[config.mk]
export PLATFORM = sky130hd
export DESIGN_NAME = fifo_wr_arbiter
export DESIGN_NICKNAME = d
export VERILOG_FILES = /design/src/rtl/fifo_wr_arbiter.sv
export SDC_FILE = /design/constraint.sdc
export NUM_CORES = 1
export LEC_CHECK = 0
export ABC_AREA = 1
export BUFFER_PORTS_ARGS = -buffer_cell sky130_fd_sc_hd__buf_2
export CORE_MARGIN = 2
export CORE_UTILIZATION = 55
export CTS_CLUSTER_SIZE = 30
export DETAILED_ROUTE_END_ITERATION = 6
export PLACE_DENSITY = 0.91
export SYNTH_ARGS = -nofsm -noshare
export SYNTH_HDL_FRONTEND = slang
export SYNTH_SLANG_ARGS = --single-unit
[constraint.sdc]
create_clock -name clk -period 5.6 [get_ports clk]
set_input_delay 0.56 -clock clk [delete_from_list [all_inputs] [get_ports clk]]
set_output_delay 0.56 -clock clk [all_outputs]
set_load 0.02 [all_outputs]
[src/rtl/fifo_wr_arbiter.sv]
// Round-robin arbiter sharing one FIFO write port among N requesters, with optional locked bursts.
// Latency: one clock from the transfer edge to the registered write; ack is held low while fifo_full=1.
module fifo_wr_arbiter #(
    parameter int W         = 8,
    parameter int N         = 4,
    parameter int MAX_BURST = 4
) (
    input  logic                 clk,
    input  logic                 rst,
    input  logic [N-1:0]         req,
    input  logic [N-1:0]         lock,
    input  logic [N*W-1:0]       data,
    output logic [N-1:0]         ack,
    input  logic                 fifo_full,
    output logic [W-1:0]         fifo_din,
    output logic                 fifo_wr,
    output logic                 busy,
    output logic [$clog2(N)-1:0] owner
);

    localparam int OW = $clog2(N);
    localparam logic [7:0] BURST_LAST = 8'(MAX_BURST);

    typedef enum logic {
        IDLE  = 1'b0,
        BURST = 1'b1
    } state_t;

    state_t        state_q;
    logic [OW-1:0] rr_ptr_q;
    logic [OW-1:0] rr_ptr_d;
    logic [OW-1:0] owner_q;
    logic [7:0]    burst_cnt_q;
    logic          fifo_wr_q;
    logic [W-1:0]  fifo_din_q;

    logic          grant_found;
    logic [OW-1:0] grant_idx;
    logic [OW:0]   cand;
    logic [OW-1:0] xfer_idx;
    logic          xfer;
    logic [W-1:0]  xfer_dat;

    // First requester at or after rr_ptr, wrapping modulo N.
    always_comb begin
        grant_found = 1'b0;
        grant_idx   = '0;
        cand        = '0;
        for (int k = 0; k < N; k++) begin
            cand = {1'b0, rr_ptr_q} + (OW+1)'(k);
            if (cand >= (OW+1)'(N)) begin
                cand = cand - (OW+1)'(N);
            end
            if (!grant_found && req[cand[OW-1:0]]) begin
                grant_found = 1'b1;
                grant_idx   = cand[OW-1:0];
            end
        end
    end

    always_comb begin
        ack      = '0;
        xfer_idx = (state_q == BURST) ? owner_q : grant_idx;
        if (rst && !fifo_full) begin
            if (state_q == BURST) begin
                ack[owner_q] = req[owner_q];
            end else if (grant_found) begin
                ack[grant_idx] = 1'b1;
            end
        end
        xfer     = |ack;
        xfer_dat = data[xfer_idx*W +: W];
        rr_ptr_d = (grant_idx == OW'(N-1)) ? '0 : grant_idx + OW'(1);
    end

    always_ff @(posedge clk or negedge rst) begin
        if (!rst) begin
            state_q     <= IDLE;
            rr_ptr_q    <= '0;
            owner_q     <= '0;
            burst_cnt_q <= '0;
            fifo_wr_q   <= 1'b0;
            fifo_din_q  <= '0;
        end else begin
            fifo_wr_q <= xfer;
            if (xfer) begin
                fifo_din_q <= xfer_dat;
            end
            case (state_q)
                IDLE: begin
                    if (xfer) begin
                        rr_ptr_q <= rr_ptr_d;
                        owner_q  <= grant_idx;
                        if (lock[grant_idx] && MAX_BURST > 1) begin
                            state_q     <= BURST;
                            burst_cnt_q <= 8'd1;
                        end
                    end
                end
                BURST: begin
                    // A full FIFO freezes the burst so ownership and count survive the stall.
                    if (!fifo_full) begin
                        if (!req[owner_q]) begin
                            state_q     <= IDLE;
                            burst_cnt_q <= '0;
                        end else if (!lock[owner_q] || (burst_cnt_q + 8'd1) == BURST_LAST) begin
                            state_q     <= IDLE;
                            burst_cnt_q <= '0;
                        end else begin
                            burst_cnt_q <= burst_cnt_q + 8'd1;
                        end
                    end
                end
                default: begin
                    state_q     <= IDLE;
                    burst_cnt_q <= '0;
                end
            endcase
        end
    end

    assign fifo_wr  = fifo_wr_q;
    assign fifo_din = fifo_din_q;
    assign busy     = (state_q == BURST);
    assign owner    = owner_q;

endmodule

==> flow_summary.ini <==
[layout]
antenna_cells = 0
drive_above_1_share_pct = 24.94
nets = 434
fillers = 324
syn_to_final_growth_pct = 17.35
design_area_sq_mm = 0.002522

[floorplanning]
rows = 22
die_x_microns = 66.52
ios = 59
dieArea_sq_mm = 0.004424
fp.dieH_microns = 66.52
core-area_sq_mm = 0.003716
start_util_pct = 57.85

[placement]
place_ws_ns = 2.733
placed_area_sq_mm = 0.002451
portBuffers = 58
gp_congestion = 0.9494
dpl.hpwl_mm = 4.118

[route]
wire_per_inst_microns = 12.27
drc = 0
wl_mm = 5.312
drt_first_pass_iters = 4
antenna_left = 0
dr.first_iter.drc_count = 212
vias_per_cell = 5.321
vias = 2304

[timing]
finalHoldViolCount = 0
fin_tns_setup_ns = 0
relSlewSlack_pct = 60.39
period_share_pct = 57.61
period_needed_ns = 3.226
worst_pin_slew_ns = 0.5942
setup_slack_ns = 2.374
rsz0062_at_grt = no
max_freq_ghz = 0.3100
whs_ns = 0.2566
slew_viol_final = 0
clock_skew_ns = 0.005601
report.final.setup_viol = 0

[worst_setup_path]
reg2reg_to = owner[0]$_DFFE_PN0P_
critPathLaunchType = flip-flop
crit_required_ns = 5.04
cp-startpoint = rr_ptr_q[0]$_DFFE_PN0P_
ff2ff_setup_slack_ns = 2.70
cp-end-kind = output port
critPathMaxFanout = 11
arrival_ns = 2.67
rr_worst_depth = 20
path_class = flip-flop to output port
reg2reg_from = rr_ptr_q[0]$_DFFE_PN0P_

[synth]
synth_edf_count = 0
yosysUniqueCellTypes = 33
ys.warnings.count = 0
synth-seq-cells = 22
synthFlopType = dfrtp_1
async_flop_share_pct = 100.0
synth_cells = 331
synthesis.nets = 379
syn_area_sq_mm = 0.002150
seq_area_frac_synth_pct = 25.61
syn_avg_cell_area_sq_um = 6.494

[global_route]
grt_pass1_vias = 2051
grt_max_degree = 24
grt_use_total_pct = 25.44
grt_pass1_wl_mm = 8.804
grt_overflow = 0
grt_antenna_before_repair = 0

[clocking]
cts-buffers-inserted = 3
clkLatencyLatePin_ns = 0.27
clockBufferDepth = 2
path_clk_slew_ns = 0.09
clockRootBuffer = clkbuf_8
htreeDepth = 1
cts_tree = yes
postCtsHoldBufs = 0
cts.sinks = 22
cts_setup_buffers = 0
cts_resized = 0

[run_status]
status = complete, no violations

[pwr]
p_leak_uw = 0.001455
p_per_area_mw_per_mm2 = 680.5
peakVddDrop_v = 0.0003659

[run]
cap_violations = 0

[min_path]
hold_path_class = primary input to asynchronous set/reset pin
cells in the mapped netlist, types with 3 or more instances:
| cell type | count | share of area, % |
|---|---|---|
| nand2_1 | 115 | 20 |
| inv_1 | 44 | 7.7 |
| nand3_1 | 39 | 9.1 |
| dfrtp_1 | 22 | 26 |
| nand3b_1 | 16 | 5.6 |
| nand4_1 | 13 | 3.8 |
| nand2_2 | 11 | 3.2 |
| nor2_1 | 9 | 1.6 |
| o21ai_0 | 7 | 1.6 |
| a21oi_1 | 5 | 1.2 |
| ha_1 | 5 | 2.9 |
| nand2_4 | 5 | 2.6 |
| inv_2 | 4 | 0.70 |
| buf_2 | 3 | 0.70 |
| clkbuf_1 | 3 | 0.52 |
| nand3_2 | 3 | 1.4 |
| nand3_4 | 3 | 2.4 |
| xnor2_1 | 3 | 1.2 |
layout make-up:
| cell class | count | area [sq um] | share of cell area, % |
|---|---|---|---|
| clock inverters | 1 | 30.03 | 1.190 |
| repair buffers | 58 | 290.3 | 11.51 |
| multi-input cells | 253 | 1370 | 54.32 |
| inverters | 48 | 180.2 | 7.143 |
| flip-flops and latches | 22 | 550.5 | 21.83 |
| clock buffers | 3 | 41.29 | 1.637 |
| well taps | 48 | 60.06 | 2.381 |
how the worst max path moves through the flow:
stage	to	slack (ns)	cells after the start
2_1_floorplan	ack[3]	3.13	16
3_3_place_gp	ack[2]	2.82	18
3_5_place_dp	ack[3]	2.73	18
4_1_cts	ack[2]	2.39	18
5_1_grt	ack[3]	2.09	18
6_report	ack[3]	2.37	18
report_power, final:
| group | switching [uW] | internal [uW] |
|---|---|---|
| logic | 874 | 403 |
| clock network | 56.2 | 95.6 |
| registers | 69.5 | 218 |
| total | 999 | 717 |
flip-flops by register name, summed over array words and instances, names as in the netlist:
signal,count
burst_cnt_q,8
busy,1
fifo_din,8
fifo_wr,1
rr_ptr_q,2
owner,2
metrics by stage:
step,cells,utilization (%),total power (uW)
2_1_floorplan,331,-,1306
3_3_place_gp,429,65.96,1503
3_5_place_dp,429,65.96,1546
4_1_cts,433,67.88,1710
5_1_grt,433,67.88,1893
6_report,433,67.88,1716
metal layers:
metal / routed length (microns) / global-route usage [%] / share of wire [%]
met5: 0 / 0 / 0
met2: 2661 / 47.00 / 50
met4: 67 / 5.612 / 1.3
met3: 294 / 2.365 / 5.5
met1: 2287 / 31.87 / 43
cell families (layout without fill, tap and decap cells):
kind of cell	Yosys count	in the layout	share of synthesized area, %
adder cells (fa/ha/maj)	5	5	2.910
buffers and inverters	56	110	10.65
XOR/XNOR	4	4	1.630
flip-flops	22	22	25.61
AO/OA/AOI/OAI	19	19	5.122
AND/OR/NAND/NOR	225	225	54.08
worst max-delay path, stage by stage (launching register included):
cell     delay, ns
dfrtp_1       0.58
inv_2         0.17
nand2_1       0.11
nand2_1       0.09
nand2_2       0.09
nand2_2       0.06
nor2_4        0.13
nand2_1       0.07
nand2_1       0.06
inv_1         0.05
a21oi_2       0.23
ha_1          0.21
inv_1         0.04
nor2_1        0.08
nand2_1       0.07
nand2_1       0.08
nand2_1       0.09
inv_1         0.06
buf_2         0.15
layout by cell type (no fill, tap or decap), types with 2 or more instances in the layout:
cell type	n
ha_1	5
nand2_1	115
inv_2	4
dfrtp_1	22
nand3_4	3
buf_2	58
nor2_4	2
nor2_1	9
nor3b_1	2
nand3_1	39
a21oi_1	5
inv_1	44
nor3_1	2
nand2_4	5
o21ai_0	7
nand4_1	13
o21ai_1	2
clkbuf_8	3
nand3b_1	16
nand2_2	11
nand3_2	3
o21ai_2	2
xnor2_1	3
(Power assumes the default switching activity.)
